**config.mk**
```make
export PLATFORM = sky130hd
export DESIGN_NAME = sev_seg_scan_ctrl
export DESIGN_NICKNAME = d
export VERILOG_FILES = /design/src/rtl/sev_seg_pkg.sv /design/src/rtl/sev_seg_lut.sv /design/src/rtl/sev_seg_scan_ctrl.sv
export SDC_FILE = /design/constraint.sdc
export NUM_CORES = 1
export LEC_CHECK = 0
export ABC_AREA = 1
export BUFFER_PORTS_ARGS = -buffer_cell sky130_fd_sc_hd__buf_2
export CAP_MARGIN = 15
export CORE_UTILIZATION = 30
export DETAILED_ROUTE_END_ITERATION = 7
export PLACE_DENSITY_LB_ADDON = 0.15
export SETUP_SLACK_MARGIN = 0.02
export SLEW_MARGIN = 25
export SYNTH_ARGS = -nofsm -noshare
export SYNTH_HDL_FRONTEND = slang
export SYNTH_SLANG_ARGS = --single-unit
```
**constraint.sdc**
```tcl
create_clock -name clk -period 4.27 [get_ports clk]
set_clock_uncertainty 0.05 [all_clocks]
set_input_delay 0.854 -clock clk [delete_from_list [all_inputs] [get_ports clk]]
set_output_delay 0.854 -clock clk [all_outputs]
set_load 0.005 [all_outputs]
```
**src/rtl/sev_seg_pkg.sv**
```systemverilog
// Shared types and constants for the seven-segment scan controller.
// Segment patterns are active-high, bit order {g,f,e,d,c,b,a}.
package sev_seg_pkg;

  typedef enum logic [1:0] {
    IDLE  = 2'd0,
    ON    = 2'd1,
    GUARD = 2'd2
  } scanState_t;

  localparam int NUM_DIGITS = 4;

  localparam logic [6:0] SEG_TABLE [0:15] = '{
    7'h3F, 7'h06, 7'h5B, 7'h4F, 7'h66, 7'h6D, 7'h7D, 7'h07,
    7'h7F, 7'h6F, 7'h77, 7'h7C, 7'h39, 7'h5E, 7'h79, 7'h71
  };

endpackage

```
**src/rtl/sev_seg_lut.sv**
```systemverilog
// Hex nibble to active-high seven-segment pattern, purely combinational.
module sev_seg_lut
  import sev_seg_pkg::*;
(
  input  logic [3:0] nibble,
  output logic [6:0] pattern
);

  // Table lookup of the segment pattern for one nibble
  always_comb begin
    pattern = SEG_TABLE[nibble];
  end

endmodule

```
**src/rtl/sev_seg_scan_ctrl.sv**
```systemverilog
// Four-digit multiplexed seven-segment scanner with guard gaps, leading-zero
// blanking and a shadowed load handshake that only swaps at frame start.
module sev_seg_scan_ctrl
  import sev_seg_pkg::*;
#(
  parameter int ON_CYC    = 8,
  parameter int GUARD_CYC = 2,
  parameter int LZ_BLANK  = 1
) (
  input  logic        clk,
  input  logic        rst,
  input  logic        en,
  input  logic        load_valid,
  input  logic [15:0] load_data,
  input  logic [3:0]  load_dp,
  output logic        load_ready,
  output logic [3:0]  an_n,
  output logic [6:0]  seg_n,
  output logic        dp_n,
  output logic        frame_done
);

  localparam int MAX_CYC = (ON_CYC > GUARD_CYC) ? ON_CYC : GUARD_CYC;
  localparam int CNT_W   = $clog2(MAX_CYC) + 1;
  localparam int IDX_W   = $clog2(NUM_DIGITS);
  localparam logic [CNT_W-1:0] ON_LAST    = CNT_W'(ON_CYC - 1);
  localparam logic [CNT_W-1:0] GUARD_LAST = CNT_W'(GUARD_CYC - 1);
  localparam logic [IDX_W-1:0] LAST_IDX   = IDX_W'(NUM_DIGITS - 1);

  scanState_t       stateR, stateS;
  logic [IDX_W-1:0] idxR, idxS;
  logic [CNT_W-1:0] cntR, cntS;
  logic [15:0]      dispR, dispS, shadowR;
  logic [3:0]       dpR, dpS, shadowDpR;
  logic             pendingR, pendingS;
  logic             loadXferS, copyS;
  logic [3:0]       nibbleS;
  logic [6:0]       patternS;
  logic             blankS;

  // Scan sequencing: IDLE -> ON(idx) -> GUARD -> ON(idx+1) ..., en=0 forces IDLE
  always_comb begin
    stateS = stateR;
    idxS   = idxR;
    cntS   = cntR;
    if (!en) begin
      stateS = IDLE;
      idxS   = '0;
      cntS   = '0;
    end else begin
      case (stateR)
        IDLE: begin
          stateS = ON;
          idxS   = '0;
          cntS   = '0;
        end
        ON: begin
          if (cntR == ON_LAST) begin
            stateS = GUARD;
            cntS   = '0;
          end else begin
            cntS = cntR + CNT_W'(1);
          end
        end
        GUARD: begin
          if (cntR == GUARD_LAST) begin
            stateS = ON;
            idxS   = idxR + IDX_W'(1);
            cntS   = '0;
          end else begin
            cntS = cntR + CNT_W'(1);
          end
        end
        default: begin
          stateS = IDLE;
          idxS   = '0;
          cntS   = '0;
        end
      endcase
    end
  end

  // Load handshake; the shadow only reaches the display at digit-0 entry or in IDLE
  always_comb begin
    loadXferS = load_valid && !pendingR;
    copyS     = pendingR && ((stateR == IDLE) ||
                ((stateS == ON) && (idxS == '0) && (stateR != ON)));
    if (copyS) begin
      dispS    = shadowR;
      dpS      = shadowDpR;
      pendingS = 1'b0;
    end else begin
      dispS    = dispR;
      dpS      = dpR;
      pendingS = loadXferS ? 1'b1 : pendingR;
    end
  end

  // Digit selection and leading-zero blanking for the digit about to be shown
  always_comb begin
    case (idxS)
      2'd0: begin
        nibbleS = dispS[3:0];
        blankS  = 1'b0;
      end
      2'd1: begin
        nibbleS = dispS[7:4];
        blankS  = (dispS[15:4] == 12'h000);
      end
      2'd2: begin
        nibbleS = dispS[11:8];
        blankS  = (dispS[15:8] == 8'h00);
      end
      2'd3: begin
        nibbleS = dispS[15:12];
        blankS  = (dispS[15:12] == 4'h0);
      end
      default: begin
        nibbleS = 4'h0;
        blankS  = 1'b0;
      end
    endcase
    if (LZ_BLANK == 0) begin
      blankS = 1'b0;
    end else begin
      blankS = blankS;
    end
  end

  sev_seg_lut uLut (
    .nibble  (nibbleS),
    .pattern (patternS)
  );

  // State, data and output registers; outputs are built from next-state values
  // so anodes, segments and decimal point all switch on the same edge
  always_ff @(posedge clk) begin
    if (rst) begin
      stateR     <= IDLE;
      idxR       <= '0;
      cntR       <= '0;
      dispR      <= 16'h0000;
      dpR        <= 4'h0;
      shadowR    <= 16'h0000;
      shadowDpR  <= 4'h0;
      pendingR   <= 1'b0;
      an_n       <= 4'hF;
      seg_n      <= 7'h7F;
      dp_n       <= 1'b1;
      load_ready <= 1'b1;
      frame_done <= 1'b0;
    end else begin
      stateR     <= stateS;
      idxR       <= idxS;
      cntR       <= cntS;
      dispR      <= dispS;
      dpR        <= dpS;
      shadowR    <= loadXferS ? load_data : shadowR;
      shadowDpR  <= loadXferS ? load_dp : shadowDpR;
      pendingR   <= pendingS;
      an_n       <= (stateS == ON) ? ~(4'b0001 << idxS) : 4'hF;
      seg_n      <= ((stateS == ON) && !blankS) ? ~patternS : 7'h7F;
      dp_n       <= (stateS == ON) ? ~dpS[idxS] : 1'b1;
      load_ready <= ~pendingS;
      frame_done <= (stateR == GUARD) && (idxR == LAST_IDX) && (cntR == GUARD_LAST);
    end
  end

endmodule

```
==> impl_results.rst, run 1 <==
.. list-table::
   :header-rows: 1

   * - Metric
     - Value
   * - Result of the run
     - finished, final reports clean
   * - Count of input and output buffers
     - 37
   * - Synthesis warning total
     - 0
   * - PwrDens
     - 404 mW/mm²
   * - Number of enable flip-flop cells after synthesis
     - 0
   * - Transition time at the pin with the least slew margin
     - 0.772 ns
   * - Number of nets at the end of the flow
     - 489
   * - Number of unique standard cell types used by synthesis
     - 33
   * - Detail Route Antenna Nets
     - 0
   * - Final setup violating endpoints
     - 0
   * - Final Max Slew Viols
     - 0
   * - Row Count
     - 36
   * - Worst path required time
     - 4.45 ns
   * - # Post-CTS Setup Buffers
     - 0
   * - CORE AREA
     - 0.00977 mm²
   * - Cell area after synthesis
     - 0.00303 mm²
   * - Area growth from synthesis to layout
     - 17.2%
   * - Clock tree root driver cell
     - sky130_fd_sc_hd__clkbuf_8
   * - Start-to-end type of the worst setup path
     - reg2reg
   * - Commonest cells after routing, fill and taps aside
     - 89 x sky130_fd_sc_hd__nand2_1, 66 x sky130_fd_sc_hd__nor2_1, 63 x sky130_fd_sc_hd__dfxtp_1
   * - Synthesized Nets
     - 451
   * - Startpoint kind of the worst setup timing path
     - flop
   * - Final weighted congestion in routability-driven placement
     - 0.811
   * - Setup TNS
     - 0 ns
   * - DRT iter0 DRCs
     - 84
   * - Main flop type after synthesis
     - sky130_fd_sc_hd__dfxtp_1
   * - Clk buf depth
     - 2
   * - Placed wire-length estimate after detailed placement
     - 5.19 mm
   * - Total placed instance area
     - 0.00333 mm²
   * - Largest net degree at the start of global routing
     - 29
   * - Fraction of the yosys area taken by sequential cells
     - 0.417
   * - Maximum fanout along the worst path
     - 25
   * - CP endpoint kind
     - flop
   * - CTS clk-pin slew, worst paths
     - 0.07 ns
   * - Most frequent standard cell in the layout excluding fill and tap cells
     - sky130_fd_sc_hd__nand2_1
   * - Total clock buffers created by CTS
     - 9
   * - Unrepaired setup endpoints after global routing
     - no
   * - GR Overflow Total
     - 0
   * - CTS tree
     - done
   * - Antenna fix cells
     - 0
   * - Sink count of the clock tree
     - 63
   * - Count of pins on the block boundary
     - 38
   * - Tcrit/Tclk final
     - 0.789
   * - Detailed-route via count
     - 2600
   * - Worst-case vdd ir drop
     - 168 µV
   * - Effective utilization at floorplan
     - 0.310
   * - Worst Hold Margin
     - 0.417 ns
   * - Via density per instance
     - 4.41
   * - Average wire length per cell after detail routing
     - 12.0 µm
   * - Number of max-cap violations
     - 0
   * - Global-route wire length before repair
     - 11.7 mm
   * - Highest clock rate
     - 297 MHz
   * - Number of gates given a new drive strength after cts
     - 0
   * - Max_slew headroom
     - 0.482
   * - Total Routing Usage GR
     - 0.148
   * - Post-layout min period
     - 3.37 ns
   * - Final hold violations
     - 0
   * - Number of antenna violations at the first check in global routing
     - 0
   * - Ratio of cells with drive above 1 in the final layout
     - 0.173
   * - Yosys reg bits
     - 63
   * - Post-Route WL
     - 7.10 mm
   * - Via count of the first global-routing pass
     - 2453
   * - Final non-filler cell area
     - 0.00355 mm²
   * - Die extent in y
     - 102 µm
   * - Length of the first detailed-routing pass in iterations
     - 5
   * - H-tree depth
     - 3
   * - DRC violation count after routing
     - 0
   * - Class of the tightest hold or removal check
     - reg2reg
   * - Width of the chip
     - 102 µm
   * - Hold-fix buffer count after cts
     - 0
   * - Clock latency reported for the late side of the worst-skew pair
     - 0.35 ns
   * - CP arrival
     - 3.55 ns
   * - Async SR Flop Fraction
     - 0
   * - Leakage dissipation
     - 0.00169 µW
   * - Post-synthesis average cell area
     - 7.31 µm²
   * - Total die area
     - 0.0105 mm²
   * - Synthesized instance count
     - 414
sequential cells by signal (all words and copies together) (netlist names):
| name | cells |
|---|---|
| dp_n | 1 |
| seg_n | 7 |
| dispR | 16 |
| shadowDpR | 4 |
| stateR | 2 |
| shadowR | 16 |
| load_ready | 1 |
| idxR | 2 |
| an_n | 4 |
| frame_done | 1 |
| pendingR | 1 |
| cntR | 4 |
| dpR | 4 |
power by group:
part	leakage [µW]	switching, µW	internal [µW]
Clock	0.000110	242	345
Sequential	0.000517	14.1	624
Combinational	0.00106	135	71.8
routing by layer:
metal | vias to the layer above | wire, µm | part of all wire | global-route usage
li1 | 1392 | - | - | -
met1 | 1149 | 3630 | 0.51 | 0.197
met2 | 55 | 3050 | 0.43 | 0.226
met3 | 4 | 347 | 0.049 | 0.0424
met4 | 0 | 74 | 0.010 | 0.0527
met5 | - | 0 | 0 | 0
layout make-up:
class / count / area (µm²)
timing repair buffer: 39 / 200
clock inverter: 5 / 81.3
clock buffer: 11 / 141
inverter: 47 / 176
tap: 133 / 166
multi-input combinational: 292 / 1520
fill: 1081 / 6230
sequential: 63 / 1260
metrics by stage:
stage	power (µW)	util	worst slack (ns)	std cells
6_report	1430	0.363	0.901	590
3_5_place_dp	859	0.340	0.769	574
3_3_place_gp	858	0.340	0.877	574
2_1_floorplan	802	-	1.39	414
4_1_cts	1450	0.363	0.900	590
5_1_grt	1510	0.363	0.581	590
Yosys cell counts, types with 2 or more instances:
cell,instances,area share
sky130_fd_sc_hd__nand4_1,3,0.0062
sky130_fd_sc_hd__nand3_1,51,0.084
sky130_fd_sc_hd__nand3b_1,4,0.0099
sky130_fd_sc_hd__ha_1,13,0.054
sky130_fd_sc_hd__nor2_4,2,0.0074
sky130_fd_sc_hd__inv_1,44,0.055
sky130_fd_sc_hd__dfxtp_1,63,0.42
sky130_fd_sc_hd__nor2_2,2,0.0041
sky130_fd_sc_hd__nand2_1,89,0.11
sky130_fd_sc_hd__buf_1,2,0.0025
sky130_fd_sc_hd__inv_2,2,0.0025
sky130_fd_sc_hd__nand2_4,3,0.011
sky130_fd_sc_hd__clkbuf_1,7,0.0087
sky130_fd_sc_hd__nor2_1,66,0.082
sky130_fd_sc_hd__buf_6,3,0.011
sky130_fd_sc_hd__mux2i_1,4,0.013
sky130_fd_sc_hd__a21oi_1,12,0.020
sky130_fd_sc_hd__o21ai_0,21,0.035
sky130_fd_sc_hd__nand2_2,8,0.017
sky130_fd_sc_hd__xor2_1,2,0.0058
logic make-up (layout without fill, tap and decap cells):
logic type,count (synthesis),after routing,share of synthesized area
xor+xnor,2,2,0.00579
simple gates,235,235,0.356
buf+inv,59,102,0.0806
mux,4,4,0.0132
flops,63,63,0.417
fa+ha+maj,13,13,0.0537
compound gates,38,38,0.0744
final timing paths:
path / start / to / slack, ns / cells after the start
max: stateR[0] / seg_n[3] / 0.90 / 21
min: dispR[9] / dispR[9] / 0.42 / 2
max reg2reg: stateR[0] / seg_n[3] / 0.90 / 21
min reg2reg: dispR[9] / dispR[9] / 0.42 / 2
critical path, stage by stage, from the launching register on:
cell and delay [ns]:
sky130_fd_sc_hd__dfxtp_1 0.44, sky130_fd_sc_hd__inv_1 0.11, sky130_fd_sc_hd__ha_1 0.26, sky130_fd_sc_hd__nand2_2 0.11
sky130_fd_sc_hd__nand2_2 0.08, sky130_fd_sc_hd__nand2_2 0.08, sky130_fd_sc_hd__nand2_4 0.07, sky130_fd_sc_hd__nand2_8 0.09
sky130_fd_sc_hd__nand2_4 0.06, sky130_fd_sc_hd__o21bai_4 0.36, sky130_fd_sc_hd__nand2_4 0.29, sky130_fd_sc_hd__nand2_1 0.20
sky130_fd_sc_hd__nand3_1 0.10, sky130_fd_sc_hd__nand2_1 0.08, sky130_fd_sc_hd__nand3_1 0.08, sky130_fd_sc_hd__nand2_2 0.13
sky130_fd_sc_hd__inv_1 0.09, sky130_fd_sc_hd__ha_1 0.28, sky130_fd_sc_hd__inv_1 0.07, sky130_fd_sc_hd__nand2_1 0.05
sky130_fd_sc_hd__nand3_1 0.09, sky130_fd_sc_hd__nand3_1 0.07
No activity file was read; power rests on OpenSTA's default activity.
==> run 2: changes to the inputs <==
- clock period: 4.27 -> 3.26 ns (I/O delays scaled with it)
==> run 2 against run 1 <==
Worst setup slack worse by 0.62 ns. Global-route usage up 0.34 points. Largest power group unchanged. Register-to-register slack worse by 0.62 ns. Clock power up 23%. Sequential power up 31%. First-iteration DRC count fell by 17%. Sequential share of layout area shrank 0.85 points. Power grew 28%. Combinational power grew 34%.
==> impl_results.rst, run 2 (synthesized netlist as in run 1, its figures left out) <==
.. list-table::
   :header-rows: 1

   * - Metric
     - Value
   * - Ratio of cells with drive above 1 in the final layout
     - 0.197
   * - Clk buf depth
     - 2
   * - Start-to-end type of the worst setup path
     - reg2reg
   * - Average wire length per cell after detail routing
     - 11.7 µm
   * - Top layer used by detailed routing
     - met4
   * - CP endpoint kind
     - flop
   * - Last element of the critical path
     - seg_n[3]
   * - Commonest cells after routing, fill and taps aside
     - 89 x sky130_fd_sc_hd__nand2_1, 65 x sky130_fd_sc_hd__nor2_1, 62 x sky130_fd_sc_hd__dfxtp_1
   * - Transition time at the pin with the least slew margin
     - 0.693 ns
   * - Area occupied by multi-input gates
     - 0.00155 mm²
   * - Class of the tightest hold or removal check
     - reg2reg
   * - Total Routing Usage GR
     - 0.151
   * - Reg2reg path depth
     - 21
   * - Library cell appearing most often on the critical path
     - sky130_fd_sc_hd__nand3_1
   * - Post-Route WL
     - 7.05 mm
   * - PwrDens
     - 504 mW/mm²
   * - Result of the run
     - finished, final reports clean
   * - Final Max Slew Viols
     - 0
   * - Placed wire-length estimate after detailed placement
     - 5.34 mm
   * - Total die area
     - 0.0105 mm²
   * - DRT iter0 DRCs
     - 70
   * - Via count of the first global-routing pass
     - 2503
   * - H-tree depth
     - 3
   * - Crit path largest cell delay
     - 0.38 ns
   * - Startpoint kind of the worst setup timing path
     - flop
   * - Unrepaired setup endpoints after global routing
     - no
   * - Launching point of the worst reg2reg path
     - stateR[0]
   * - Count of fill cells added during filler insertion
     - 1066
   * - Area used by sequential logic in the layout
     - 0.00126 mm²
   * - Final non-filler cell area
     - 0.00364 mm²
   * - Count of input and output buffers
     - 37
   * - Row Count
     - 36
   * - Wire length on met2
     - 2.97 mm
   * - CP arrival
     - 3.15 ns
   * - Antenna fix cells
     - 0
   * - Post-layout min period
     - 2.98 ns
   * - Clock tree root driver cell
     - sky130_fd_sc_hd__clkbuf_8
   * - Detailed-route via count
     - 2611
   * - Total clock buffers created by CTS
     - 9
   * - Length of the first detailed-routing pass in iterations
     - 4
   * - Detail Route Antenna Nets
     - 0
   * - Worst Hold Margin
     - 0.417 ns
   * - Final Core Density
     - 0.372
   * - Share of total power consumed by net switching
     - 0.274
   * - CTS tree
     - done
   * - Flop-to-flop setup slack
     - 0.28 ns
   * - Max_slew headroom
     - 0.535
   * - Area growth from synthesis to layout
     - 20.2%
   * - Total placed instance area
     - 0.00339 mm²
   * - Sink count of the clock tree
     - 63
   * - Effective utilization at floorplan
     - 0.310
   * - CTS clk-pin slew, worst paths
     - 0.07 ns
   * - Clock Power Share
     - 0.393
   * - Slowest cell on crit path
     - sky130_fd_sc_hd__dfxtp_2
   * - Final weighted congestion in routability-driven placement
     - 0.835
   * - Number of max-cap violations
     - 0
   * - Startpoint of the tightest hold check path
     - shadowR[2]
   * - Count of pins on the block boundary
     - 38
   * - Highest clock rate
     - 336 MHz
   * - Clock latency reported for the late side of the worst-skew pair
     - 0.34 ns
   * - Number of antenna violations at the first check in global routing
     - 0
   * - Final setup violating endpoints
     - 0
   * - Crit-path cells
     - inv_1, ha_1, nand2_2, nand2_2, nand2_2, nand2_4, nand2_8, nand2_4, o21bai_4, buf_6, nand3_1, nand3_1, nand2_1, nand3_1, nand2_2, inv_1, ha_1, inv_1, nand2_1, nand3_1, nand3_1
   * - CORE AREA
     - 0.00977 mm²
   * - Biggest registers after layout
     - dispR: 16 flops, shadowR: 16 flops, seg_n: 7 flops
   * - Largest net degree at the start of global routing
     - 29
   * - Tcrit/Tclk final
     - 0.913
   * - Capture point of the worst reg-to-reg path
     - seg_n[3]
   * - Combinational cell fraction of total power
     - 0.151
   * - GR Overflow Total
     - 0
   * - Maximum fanout along the worst path
     - 8
   * - Die extent in y
     - 102 µm
   * - Worst path required time
     - 3.43 ns
   * - Final hold violations
     - 0
   * - Internal power component
     - 1330 µW
   * - Width of the chip
     - 102 µm
   * - Worst-case vdd ir drop
     - 207 µV
   * - Number of nets at the end of the flow
     - 499
   * - Most frequent standard cell in the layout excluding fill and tap cells
     - sky130_fd_sc_hd__nand2_1
   * - Sum of met3 wire segment lengths after detailed routing
     - 279 µm
   * - Via density per instance
     - 4.35
   * - Leakage dissipation
     - 0.00174 µW
   * - Critical path origin
     - stateR[0]
   * - Global-route wire length before repair
     - 12.0 mm
   * - DRC violation count after routing
     - 0
   * - Switching power summed over all nets
     - 502 µW
   * - Sum of routed wire segments on met1
     - 3.70 mm
   * - Setup TNS
     - 0 ns
   * - Sequential Power Share
     - 0.456
## run 2: through the flow
step	total power (µW)	instances	setup slack, ns
finish	1830	600	0.285
detailed placement	1130	583	0.123
CTS	1850	599	0.109
global placement	1130	583	0.233
floorplan	1050	414	0.467
global route	1940	600	0.0369
## run 2: worst min path at each step
stage,endpoint,slack [ns],cells after the start
final,shadowR[2],0.42,2
after global routing,dispR[9],0.44,2
after CTS,cntR[0],0.42,1
after detailed placement,cntR[0],0.41,1
after global placement,cntR[0],0.40,1
after floorplan,shadowR[13],0.38,2
## run 2: metal layers
metal / track usage / up-vias
li1: - / 1411
met1: 0.204 / 1144
met2: 0.231 / 46
met3: 0.0417 / 10
met4: 0.0527 / 0
met5: 0 / -
## run 2: power by group through the flow
stage	Sequential (µW)	Clock [µW]	Combinational (µW)
after CTS	836	738	279
after floorplan	849	0	201
after global routing	842	777	323
final	836	720	278
after global placement	854	0	277
after detailed placement	854	0	278
## run 2: critical path: cells and delay by family (launching register included)
family | cells | cell delay [ns]
buffers and inverters | 4 | 0.44
and+or+nand+nor | 14 | 1.26
adders and majority gates | 2 | 0.49
AOI/OAI and AO/OA | 1 | 0.25
DFF | 1 | 0.38
## run 2: cell type report
class,instances,share of cell area
Multi-Input combinational cell,292,0.425
Clock buffer,13,0.0464
Clock inverter,3,0.0110
Tap cell,133,0.0457
Inverter,47,0.0485
Timing Repair Buffer,49,0.0767
Sequential cell,63,0.347
## run 2: what timing repair did
action | 4_1_cts | 5_1_grt
gates resized for setup | 0 | 6
setup buffers | 0 | 1
hold buffers | 0 | 0
endpoints found under the setup margin | 0 | 7
==> run 3: changes to the inputs <==
- CELL_PAD_IN_SITES_DETAIL_PLACEMENT: default -> 1
- CELL_PAD_IN_SITES_GLOBAL_PLACEMENT: default -> 1
==> run 3 against run 2 <==
Count of clock-buffer cells in the layout decreased by 3. Flip-flop and latch count unchanged. Sequential share of layout area decreased by 0.17 points. First-iteration DRC count increased by 16%. Non-clock buffer count decreased by 2.
==> impl_results.rst, run 3 (synthesized netlist as in run 1, its figures left out) <==
.. list-table::
   :header-rows: 1

   * - Metric
     - Value
   * - Result of the run
     - finished, final reports clean
   * - Class of the tightest hold or removal check
     - reg2reg
   * - CP arrival
     - 3.14 ns
   * - Commonest cells after routing, fill and taps aside
     - 89 x sky130_fd_sc_hd__nand2_1, 65 x sky130_fd_sc_hd__nor2_1, 62 x sky130_fd_sc_hd__dfxtp_1
   * - Worst path required time
     - 3.44 ns
   * - Area growth from synthesis to layout
     - 20.8%
   * - Clock latency reported for the late side of the worst-skew pair
     - 0.36 ns
   * - Most frequent standard cell in the layout excluding fill and tap cells
     - sky130_fd_sc_hd__nand2_1
   * - Via density per instance
     - 4.52
   * - Ratio of cells with drive above 1 in the final layout
     - 0.197
   * - Die extent in y
     - 102 µm
   * - DRC violation count after routing
     - 0
   * - CORE AREA
     - 0.00977 mm²
   * - CP endpoint kind
     - flop
   * - Highest clock rate
     - 338 MHz
   * - H-tree depth
     - 3
   * - Transition time at the pin with the least slew margin
     - 0.707 ns
   * - Number of antenna violations at the first check in global routing
     - 0
   * - Total power after layout
     - 1960 µW
   * - Average wire length per cell after detail routing
     - 13.6 µm
   * - Count of pins on the block boundary
     - 38
   * - Largest net degree at the start of global routing
     - 29
   * - Start-to-end type of the worst setup path
     - reg2reg
   * - Count of input and output buffers
     - 37
   * - GR Overflow Total
     - 0
   * - Count of fill cells added during filler insertion
     - 1255
   * - Post-route worst setup slack
     - 0.300 ns
   * - Clock tree root driver cell
     - sky130_fd_sc_hd__clkbuf_8
   * - Setup TNS
     - 0 ns
   * - Length of the first detailed-routing pass in iterations
     - 4
   * - DRT iter0 DRCs
     - 81
   * - Hold-fix buffer count after cts
     - 0
   * - Clk buf depth
     - 2
   * - Area used by sequential logic in the layout
     - 0.00126 mm²
   * - Total die area
     - 0.0105 mm²
   * - Total Routing Usage GR
     - 0.172
   * - Worst-case setup slack after placement
     - 0.194 ns
   * - Max_slew headroom
     - 0.526
   * - Tcrit/Tclk final
     - 0.908
   * - Area occupied by multi-input gates
     - 0.00155 mm²
   * - Final Core Density
     - 0.374
   * - Maximum fanout along the worst path
     - 15
   * - Detailed-route via count
     - 2709
   * - Total clock buffers created by CTS
     - 9
   * - Detail Route Antenna Nets
     - 0
   * - Worst Hold Margin
     - 0.410 ns
   * - Worst-case vdd ir drop
     - 274 µV
   * - Startpoint kind of the worst setup timing path
     - flop
   * - Antenna fix cells
     - 0
   * - Hold Path Depth
     - 2
   * - Number of nets at the end of the flow
     - 498
   * - CTS tree
     - done
   * - Unrepaired setup endpoints after global routing
     - no
   * - Final hold violations
     - 0
   * - Effective utilization at floorplan
     - 0.310
   * - PwrDens
     - 536 mW/mm²
   * - CTS clk-pin slew, worst paths
     - 0.07 ns
   * - Post-Route WL
     - 8.17 mm
   * - Width of the chip
     - 102 µm
   * - Leakage dissipation
     - 0.00174 µW
   * - Final Max Slew Viols
     - 0
   * - Placed wire-length estimate after detailed placement
     - 6.10 mm
   * - Sink count of the clock tree
     - 63
   * - Biggest registers after layout
     - dispR: 16 flops, shadowR: 16 flops, seg_n: 7 flops
   * - Final weighted congestion in routability-driven placement
     - 0.807
   * - Post-layout min period
     - 2.96 ns
   * - Global-route wire length before repair
     - 13.4 mm
   * - Final setup violating endpoints
     - 0
   * - Reg2reg path depth
     - 21
   * - Via count of the first global-routing pass
     - 2631
   * - Row Count
     - 36
   * - Number of max-cap violations
     - 0
[run 3: repair_timing]
action | CTS | global route
buffers inserted | 0 | 1
gates resized for setup | 0 | 7
endpoints found under the setup margin | 0 | 7
[run 3: final cells by class]
cell class	count	share of cell area
clock buffer	10	0.0349
tap	133	0.0455
inverter	47	0.0483
multi-input combinational	293	0.423
sequential	63	0.345
timing repair buffer	47	0.0732
clock inverter	6	0.0298
[run 3: final timing paths]
path              start          to  slack, ns
min          shadowR[3]  shadowR[3]       0.41
min reg2reg  shadowR[3]  shadowR[3]       0.41
max reg2reg   stateR[0]    seg_n[3]       0.30
max           stateR[0]    seg_n[3]       0.30
[run 3: worst max-delay path, stage by stage, from the launching register on]
cell and delay, ns:
sky130_fd_sc_hd__dfxtp_2 0.38, sky130_fd_sc_hd__inv_1 0.09, sky130_fd_sc_hd__ha_1 0.25, sky130_fd_sc_hd__nand2_2 0.11
sky130_fd_sc_hd__nand2_2 0.08, sky130_fd_sc_hd__nand2_2 0.08, sky130_fd_sc_hd__nand2_4 0.07, sky130_fd_sc_hd__nand2_8 0.09
sky130_fd_sc_hd__nand2_4 0.07, sky130_fd_sc_hd__o21bai_4 0.23, sky130_fd_sc_hd__buf_8 0.19, sky130_fd_sc_hd__nand3_1 0.13
sky130_fd_sc_hd__nand3_1 0.13, sky130_fd_sc_hd__nand2_1 0.06, sky130_fd_sc_hd__nand3_1 0.07, sky130_fd_sc_hd__nand2_2 0.10
sky130_fd_sc_hd__inv_1 0.12, sky130_fd_sc_hd__ha_1 0.24, sky130_fd_sc_hd__inv_1 0.08, sky130_fd_sc_hd__nand2_1 0.05
sky130_fd_sc_hd__nand3_1 0.08, sky130_fd_sc_hd__nand3_1 0.08
[run 3: where the power goes]
group / leakage [µW] / internal [µW] / switching (µW)
clock network: 0.000120 / 507 / 325
logic: 0.00110 / 101 / 188
registers: 0.000518 / 817 / 18.8
total: 0.00174 / 1430 / 533
[run 3: metrics by stage]
step	instance area [µm²]	cells
after CTS	3610	597
final	3660	599
after detailed placement	3380	581
after global placement	3380	581
after floorplan	3030	414
after global routing	3660	599
[run 3: per-layer routing]
layer	GRT usage	up-vias	part of all wire
li1	-	1409	-
met1	0.224	1248	0.50
met2	0.275	38	0.46
met3	0.0308	14	0.023
met4	0.0824	0	0.019
met5	0	-	0
